**config.mk**
```make
export PLATFORM = sky130hd
export DESIGN_NAME = immediate_unit_mc
export DESIGN_NICKNAME = d
export VERILOG_FILES = /design/src/rtl/immu_pkg.sv /design/src/rtl/immu_channel.sv /design/src/rtl/immediate_unit_mc.sv
export SDC_FILE = /design/constraint.sdc
export NUM_CORES = 1
export LEC_CHECK = 0
export BUFFER_PORTS_ARGS = -buffer_cell sky130_fd_sc_hd__buf_2
export CAP_MARGIN = 40
export CORE_UTILIZATION = 53
export DETAILED_ROUTE_END_ITERATION = 8
export PLACE_DENSITY = 0.86
export SLEW_MARGIN = 25
export SYNTH_ARGS = -nofsm -noshare
export SYNTH_HDL_FRONTEND = slang
export SYNTH_HIERARCHICAL = 1
export SYNTH_SLANG_ARGS = --single-unit
```
**constraint.sdc**
```tcl
create_clock -name iClk -period 1.8 [get_ports iClk]
set_input_delay 0.09 -clock iClk [delete_from_list [all_inputs] [get_ports iClk]]
set_output_delay 0.09 -clock iClk [all_outputs]
set_load 0.1 [all_outputs]
```
**src/rtl/immu_pkg.sv**
```systemverilog
// rtl/immu_pkg.sv - Shared mode encodings, field widths and elaboration helpers for the immediate unit.
package immu_pkg;

    localparam logic [1:0] IMMU_MODE_SHIFT = 2'b00;
    localparam logic [1:0] IMMU_MODE_LDSX  = 2'b01;
    localparam logic [1:0] IMMU_MODE_LDZX  = 2'b10;
    localparam logic [1:0] IMMU_MODE_CLR   = 2'b11;

    // Instruction layout, MSB first: [WE][SEL(SEL_W)][MODE][PAYLOAD].
    localparam int IMMU_WE_W   = 1;
    localparam int IMMU_MODE_W = 2;
    localparam int IMMU_HDR_W  = IMMU_WE_W + IMMU_MODE_W;

    function automatic int immu_clog2(input int value);
        int r;
        r = 0;
        while ((1 << r) < value) begin
            r = r + 1;
        end
        return r;
    endfunction

    function automatic int immu_max(input int a, input int b);
        return (a > b) ? a : b;
    endfunction

endpackage

```
**src/rtl/immu_channel.sv**
```systemverilog
// rtl/immu_channel.sv - One immediate register with shift/sign-load/zero-load/clear update.
// Optional valid flag under IMMU_VALID_FLAGS_EN.
module immu_channel
    import immu_pkg::*;
#(
    parameter int D_WIDTH = 32,
    parameter int P_W     = 11
) (
    input  logic               clk,
    input  logic               reset,
    input  logic               wr_en,
    input  logic [1:0]         mode,
    input  logic [P_W-1:0]     payload,
    output logic [D_WIDTH-1:0] value
`ifdef IMMU_VALID_FLAGS_EN
    ,
    output logic               valid
`endif
);

    logic [D_WIDTH-1:0] value_q, value_d;
    logic [D_WIDTH-1:0] shift_val, sx_val, zx_val;

    // A payload as wide as the register leaves nothing to shift in or extend.
    generate
        if (P_W >= D_WIDTH) begin : g_wide
            assign shift_val = payload[D_WIDTH-1:0];
            assign sx_val    = payload[D_WIDTH-1:0];
            assign zx_val    = payload[D_WIDTH-1:0];
        end else begin : g_narrow
            assign shift_val = {value_q[D_WIDTH-P_W-1:0], payload};
            assign sx_val    = {{(D_WIDTH-P_W){payload[P_W-1]}}, payload};
            assign zx_val    = {{(D_WIDTH-P_W){1'b0}}, payload};
        end
    endgenerate

    always_comb begin
        value_d = value_q;
        if (wr_en) begin
            case (mode)
                IMMU_MODE_SHIFT: value_d = shift_val;
                IMMU_MODE_LDSX:  value_d = sx_val;
                IMMU_MODE_LDZX:  value_d = zx_val;
                default:         value_d = '0;
            endcase
        end
    end

    always_ff @(posedge clk) begin
        if (reset) begin
            value_q <= '0;
        end else begin
            value_q <= value_d;
        end
    end

    assign value = value_q;

`ifdef IMMU_VALID_FLAGS_EN
    logic valid_q, valid_d;

    always_comb begin
        valid_d = valid_q;
        if (wr_en) begin
            valid_d = (mode != IMMU_MODE_CLR);
        end
    end

    always_ff @(posedge clk) begin
        if (reset) begin
            valid_q <= 1'b0;
        end else begin
            valid_q <= valid_d;
        end
    end

    assign valid = valid_q;
`endif

endmodule

```
**src/rtl/immediate_unit_mc.sv**
```systemverilog
// rtl/immediate_unit_mc.sv - Multi-channel immediate unit: pipeline, config chain, stall select, decode.
// IMMU_VALID_FLAGS_EN adds the oChannelValid output.
module immediate_unit_mc
    import immu_pkg::*;
#(
    parameter int I_IMM_WIDTH      = 16,
    parameter int D_WIDTH          = 32,
    parameter int NUM_CHANNELS     = 4,
    parameter int PIPE_DEPTH       = 1,
    parameter int NUM_STALL_GROUPS = 1
) (
    input  logic                            iClk,
    input  logic                            iReset,
    input  logic [NUM_STALL_GROUPS-1:0]     iStall,
    input  logic                            iConfigEnable,
    input  logic                            iConfigDataIn,
    output logic                            oConfigDataOut,
    input  logic [I_IMM_WIDTH-1:0]          iInstruction,
    output logic [NUM_CHANNELS*D_WIDTH-1:0] oImmediateOut
`ifdef IMMU_VALID_FLAGS_EN
    ,
    output logic [NUM_CHANNELS-1:0]         oChannelValid
`endif
);

    localparam int SEL_W        = immu_max(immu_clog2(NUM_CHANNELS), 1);
    localparam int P_W          = I_IMM_WIDTH - IMMU_HDR_W - SEL_W;
    localparam int SG_W         = immu_max(immu_clog2(NUM_STALL_GROUPS), 1);
    localparam int CONFIG_WIDTH = SG_W;
    localparam int SG_SPAN      = 1 << SG_W;
    localparam int WE_BIT       = I_IMM_WIDTH - 1;
    localparam int SEL_LSB      = WE_BIT - SEL_W;
    localparam int MODE_LSB     = P_W;
    localparam logic [SEL_W:0] NUM_CH_L = (SEL_W+1)'(NUM_CHANNELS);

    generate
        if (P_W < 1 || NUM_CHANNELS < 1 || PIPE_DEPTH < 0 || PIPE_DEPTH > 4) begin : g_param_check
            $error("immediate_unit_mc: illegal parameters (payload width must be >=1, channels >=1, depth 0..4)");
        end
    endgenerate

    // Config chain is deliberately outside reset so it can be loaded while the unit is held.
    logic [CONFIG_WIDTH-1:0] config_q, config_d;

    always_comb begin
        config_d = config_q;
        if (iConfigEnable) begin
            for (int i = 0; i < CONFIG_WIDTH - 1; i++) begin
                config_d[i] = config_q[i+1];
            end
            config_d[CONFIG_WIDTH-1] = iConfigDataIn;
        end
    end

    always_ff @(posedge iClk) begin
        config_q <= config_d;
    end

    assign oConfigDataOut = config_q[0];

    // Unused group codes read the zero padding, so an out-of-range group never stalls.
    logic [SG_SPAN-1:0] stall_pad;
    logic               stall_q, stall_d;

    always_comb begin
        stall_pad = '0;
        stall_pad[NUM_STALL_GROUPS-1:0] = iStall;
        stall_d = stall_pad[config_q];
    end

    always_ff @(posedge iClk) begin
        if (iReset) begin
            stall_q <= 1'b0;
        end else begin
            stall_q <= stall_d;
        end
    end

    logic [I_IMM_WIDTH-1:0] dec_word;

    generate
        if (PIPE_DEPTH == 0) begin : g_nopipe
            assign dec_word = iInstruction;
        end else begin : g_pipe
            logic [I_IMM_WIDTH-1:0] pipe_q [PIPE_DEPTH];
            logic [I_IMM_WIDTH-1:0] pipe_d [PIPE_DEPTH];

            always_comb begin
                for (int i = 0; i < PIPE_DEPTH; i++) begin
                    pipe_d[i] = pipe_q[i];
                end
                if (!stall_q) begin
                    pipe_d[0] = iInstruction;
                    for (int i = 1; i < PIPE_DEPTH; i++) begin
                        pipe_d[i] = pipe_q[i-1];
                    end
                end
            end

            always_ff @(posedge iClk) begin
                for (int i = 0; i < PIPE_DEPTH; i++) begin
                    if (iReset) begin
                        pipe_q[i] <= '0;
                    end else begin
                        pipe_q[i] <= pipe_d[i];
                    end
                end
            end

            assign dec_word = pipe_q[PIPE_DEPTH-1];
        end
    endgenerate

    logic             dec_we, dec_hit;
    logic [SEL_W-1:0] dec_sel;
    logic [1:0]       dec_mode;
    logic [P_W-1:0]   dec_payload;

    assign dec_we      = dec_word[WE_BIT];
    assign dec_sel     = dec_word[SEL_LSB +: SEL_W];
    assign dec_mode    = dec_word[MODE_LSB +: IMMU_MODE_W];
    assign dec_payload = dec_word[P_W-1:0];
    assign dec_hit     = dec_we && !stall_q && ({1'b0, dec_sel} < NUM_CH_L);

    generate
        for (genvar k = 0; k < NUM_CHANNELS; k++) begin : g_ch
            logic               ch_wr;
            logic [D_WIDTH-1:0] ch_value;

            assign ch_wr = dec_hit && (dec_sel == SEL_W'(k));

            immu_channel #(
                .D_WIDTH (D_WIDTH),
                .P_W     (P_W)
            ) u_channel (
                .clk     (iClk),
                .reset   (iReset),
                .wr_en   (ch_wr),
                .mode    (dec_mode),
                .payload (dec_payload),
                .value   (ch_value)
`ifdef IMMU_VALID_FLAGS_EN
                ,
                .valid   (oChannelValid[k])
`endif
            );

            assign oImmediateOut[k*D_WIDTH +: D_WIDTH] = ch_value;
        end
    endgenerate

endmodule

```
## Word level (Yosys, flattened, before mapping)

Memories as Yosys holds them, arrays and structs flattened.
Index checks and enable logic that the tools add are counted.

- Bits in registers: 130
- RAM bits: 16
- Bits of input ports: 21
- Output and inout bits: 129
- Word-level logic and storage cells: 34
- Memories: 1

- $lt $le $gt $ge: 1
- Equal/unequal tests: 5
- Multiplexer cells: 12
- Reduce and logical (&&, ||, !) cells: 9

Memory list:

| name | depth | bits a word | rd ports | clocked after Yosys merged registers in | write ports | RTL line | RTL |
|---|---|---|---|---|---|---|---|
| g_pipe.pipe_q | 1 | 16 | 1 | 0 | 1 | immediate_unit_mc.sv:85 | `logic [I_IMM_WIDTH-1:0] pipe_q [PIPE_DEPTH];` |

Operators by type and width:

| kind | count |
|---|---|
| $pmux W32 S3 | 4 |
| $mux W16 | 2 |
| $reduce_or A16 Y1 | 1 |
| $eq A2 B2 Y1 const B | 3 |
| $mux W1 | 6 |
| $logic_and A1 B1 Y1 | 5 |
| $eq A2 B1 Y1 const B | 2 |
| $logic_not A2 Y1 | 2 |
| $lt A1 B2 Y1 const B | 1 |
| $logic_not A1 Y1 | 1 |

## Longest topological paths before layout

- Depth in word-level cells: 3
- Mapped depth: 6
- Depth with buffers taken out: 4

## By module

Netlist, hierarchy kept.

By module, submodules not included:

| module | instances | cells each | area each (um2) | sequential area each (um2) |
|---|---|---|---|---|
| immu_channel | 4 | 133 | 1,321.3 | 640.6 |
| immediate_unit_mc | 1 | 59 | 680.7 | 370.4 |

## Worst setup path before layout

No wires, ideal clock.

- Kind: flip-flop to flip-flop
- From: register stall_q
- To: register g_ch[0].u_channel.value_q[11]
- Library setup time: 140 ps
- Arrival time: 1,380 ps
- Data required time: 1,660 ps
- Slack: 279 ps
- Stages on the path, launching flop included: 7
- Buffers on the path: 2
- Clock period less this slack: 1,521 ps
- Cells stage by stage: dfxtp_1 -> buf_6 -> nor4b_2 -> inv_2 -> a31oi_4 -> buf_6 -> a211oi_2

- Longest elaborated chain between the ends: 3

RTL lines:

| element | RTL line | RTL |
|---|---|---|
| from (decl) | immediate_unit_mc.sv:63 | `logic stall_q, stall_d;` |
| from (signal assigned) | immediate_unit_mc.sv:75 | `stall_q <= stall_d;` |
| $logic_not A1 Y1 | immediate_unit_mc.sv:123 | `assign dec_hit = dec_we && !stall_q && ({1'b0, dec_sel} < NUM_CH_L);` |
| $logic_and A1 B1 Y1 | immediate_unit_mc.sv:123 |  |
| $logic_and A1 B1 Y1 | immediate_unit_mc.sv:130 | `assign ch_wr = dec_hit && (dec_sel == SEL_W'(k));` |
| via g_ch[0].ch_wr | immediate_unit_mc.sv:127 | `logic ch_wr;` |
| to (signal assigned) | immu_channel.sv:53 | `value_q <= value_d;` |
| to (decl) | immu_channel.sv:21 | `logic [D_WIDTH-1:0] value_q, value_d;` |

The timed path passes the listed nets, and every way through them passes these cells.
A chain may end at the register's enable or synchronous reset.

## Final worst setup path

- From: memory g_pipe.pipe_q[0][14]
- To: register g_ch[3].u_channel.value_q[7]

- Longest elaborated chain between the ends: 3

RTL lines:

| element | RTL line |
|---|---|
| from (decl) | immediate_unit_mc.sv:85 |
| $mem_v2 Z1 W16 | -- |
| $eq A2 B2 Y1 | immediate_unit_mc.sv:130 |
| $logic_and A1 B1 Y1 | immediate_unit_mc.sv:130 |
| via g_ch[3].ch_wr | immediate_unit_mc.sv:127 |
| to (signal assigned) | immu_channel.sv:53 |
| to (decl) | immu_channel.sv:21 |

The timed path passes the listed nets, and every way through them passes these cells.

==> flow_summary.yaml <==
sta:
  rsz0062_at_grt: "no"
  finalHoldViolations: 0
  setup_ws_ns: 0.209
  fin_crit_sh: 0.884
  skew_ns: 0.00644
  report.final.slew_viol_count: 0
  fmax_ghz: 0.629
  worst_slew_pin_slew_ns: 0.673
  tns_ns: 0
  fin_crit_ns: 1.59
  slew_headroom: 0.551
  setup_viol: 0
worst_setup_path:
  regToRegSetupSlack_ns: 0.21
  r2r-end: "g_ch[3].u_channel/value[7]"
  path_max_fanout: 11
  critPathKind: "reg2reg"
  regToRegStartpoint: "g_pipe.pipe_q[0][14]"
  cpLargestDelayFamily: "compound AO/OA/AOI/OAI gates"
  reg2reg_depth: 4
  slowest_delay_ns: 0.49
  cp_slowest_cell: "a21boi_2"
  cp-start-kind: "flop"
  cp_num_buf_inv: 0
  endpoint_kind: "flop"
  cp_cell_sequence: "and4b_1, a21boi_2, a22oi_1, nor2_1"
  cp.arrival_ns: 2.04
  crit_required_ns: 2.24
global_route:
  grt_pass1_vias: 4921
  antenna_found_initial: 0
  grt_pass1_wl_um: 23800
  grt.total_usage: 0.263
  grt_overflow: 0
  grt_start_max_net_pins: 72
run_status:
  status: "finished clean"
route:
  via_per_inst: 5.46
  wl_per_cell_um: 16.6
  routed_wl_um: 15000
  final_antenna_net_count: 0
  first_pass_iters: 5
  drtIter0Drc: 257
  drcViolationCount: 0
  vias: 4925
synthesis:
  synth_top_area_frac: 0.487
  synth.net_count: 612
  ys_types: 21
  synth_seq_area_share: 0.492
  synth_area_um2: 5970
  ys_ff_latch: 146
  synthTopCellsByArea: "dfxtp_1 (49%), a211oi_2 (17%), nor2_1 (9.1%)"
  synth_cells: 591
  synth_top_area_cell: "dfxtp_1"
  avgSynthCellArea_um2: 10.1
  ys_warn_count: 6
power_and_ir_drop:
  switchingPower_uw: 2330
  ir_drop_uv: 706
  p_comb_frac: 0.142
  internal_power_uw: 5950
  p_seq_frac: 0.417
  leakagePower_uw: 0.00295
  power_density_nw_per_um2: 1100
  clockPowerShare: 0.441
  power_uw: 8280
  sw_frac_of_total: 0.281
floorplan:
  chipHeight_um: 108
  start_util: 0.548
  core-area_um2: 10900
  die_area_um2: 11700
  die_w_um: 108
  num_rows: 38
  io_pins: 150
final_layout:
  finalInstanceArea_um2: 7540
  regArea_um2: 2930
  fillers: 832
  drive_gt1_frac: 0.390
  multi_input_area_um2: 2620
  nets: 771
  num_antenna_cells: 0
  area_delta_synth_final_pct: 26.4
min_path:
  hold_path_startpoint: "iReset"
  holdPathEnd: "g_ch[2].u_channel/value[4]"
  hold_path.class: "in2reg"
  worstHoldPathCells: 2
clocking:
  root_buffer: "clkbuf_8"
  cts_resized: 0
  cts_buffer_depth: 2
  path_clk_slew_ns: 0.06
  post_cts_buffers: 0
  clock_sinks: 146
  cts_tree: "done"
  htreeDepth: 4
  cts_inserted_buffers: 17
  insertion_delay_ns: 0.52
placement:
  io_buffers: 149
  gp_congestion: 0.740
  dp_hpwl_um: 9970
  post_dp_cell_area_um2: 6730
  post-place-ws_ns: 0.269
flow_run:
  max-cap-violations: 0
power groups by stage:
| stage | clock network [uW] | registers, uW | logic, uW |
|---|---|---|---|
| 4_1_cts | 3710 | 3450 | 1180 |
| 3_5_place_dp | 0 | 3520 | 1140 |
| 2_1_floorplan | 0 | 4060 | 407 |
| 6_report | 3650 | 3450 | 1170 |
| 3_3_place_gp | 0 | 3510 | 1110 |
| 5_1_grt | 3830 | 3460 | 1230 |
metal layers:
metal | vias up | track usage | wire length, um
met4 | 0 | 0.111 | 316
met3 | 30 | 0.0663 | 769
li1 | 2370 | - | -
met5 | - | 0 | 0
met2 | 139 | 0.433 | 7420
met1 | 2386 | 0.327 | 6470
per-stage QoR:
step	std cells	util	hold slack, ns
2_1_floorplan	591	-	0.155
3_3_place_gp	852	0.618	0.268
3_5_place_dp	852	0.618	0.269
4_1_cts	902	0.693	0.00898
5_1_grt	902	0.693	0.0297
6_report	902	0.693	0.0303
flip-flops by register name (all words and copies together) (netlist names):
register	count
g_ch.u_channel/value	128
g_pipe.pipe_q	16
stall_q	1
oConfigDataOut	1
cell usage in the layout, fill, tap and decap left out:
cell,Yosys,routed
a31oi_4,4,4
buf_2,18,148
nor2_4,4,4
clkbuf_1,0,2
dlygate4sd3_1,0,19
clkinv_2,0,2
buf_12,0,6
inv_1,4,4
clkbuf_16,0,16
nor2_1,144,144
and4bb_2,2,2
a22oi_1,44,44
a211oi_2,80,80
edfxtp_1,1,1
clkinv_4,0,1
mux2i_1,16,16
dfxtp_1,145,145
clkbuf_8,0,4
a211oi_1,4,4
nor3b_1,1,1
clkinvlp_4,0,2
nand2_1,84,84
a21boi_2,4,4
nor4b_4,0,1
buf_6,18,1
and4b_1,1,1
buf_4,4,14
inv_2,4,4
bufinv_16,0,4
logic make-up (layout without fill, tap and decap cells):
group,count (synthesis),in the layout,share of synthesized area
simple gates,237,237,0.161
flops,146,146,0.492
compound gates,136,136,0.250
buf+inv,56,227,0.0709
mux,16,16,0.0268
final cells by class:
| cell class | count | area share |
|---|---|---|
| inverter | 8 | 0.00398 |
| timing repair buffer | 188 | 0.155 |
| multi-input combinational | 389 | 0.347 |
| clock buffer | 22 | 0.0614 |
| sequential | 146 | 0.389 |
| clock inverter | 9 | 0.0204 |
| tap | 140 | 0.0232 |
Yosys cell counts (all sizes together):
library cell and n:
nor2 148, dfxtp 145, a211oi 84, nand2 84, a22oi 44, buf 40
mux2i 16, dlygate4sd1 8, inv 8, a21boi 4, a31oi 4, and4bb 2
and4b 1, edfxtp 1, nor3b 1, nor4b 1
worst max-delay path by stage:
stage	slack [ns]	depth (start not counted)	from	to
2_1_floorplan	0.28	6	stall_q	g_ch[0].u_channel/value[11]
3_3_place_gp	0.34	5	stall_q	g_ch[0].u_channel/value[27]
3_5_place_dp	0.27	4	g_pipe.pipe_q[0][14]	g_ch[3].u_channel/value[10]
4_1_cts	0.21	4	g_pipe.pipe_q[0][14]	g_ch[3].u_channel/value[7]
5_1_grt	0.06	4	g_pipe.pipe_q[0][13]	g_ch[3].u_channel/value[7]
6_report	0.21	4	g_pipe.pipe_q[0][14]	g_ch[3].u_channel/value[7]
timing repair:
item	in CTS	in global routing
hold buffers	19	0
hold endpoints to repair	19	0
setup endpoints to repair	0	0
Note: power is estimated with default switching activity, not from simulation.
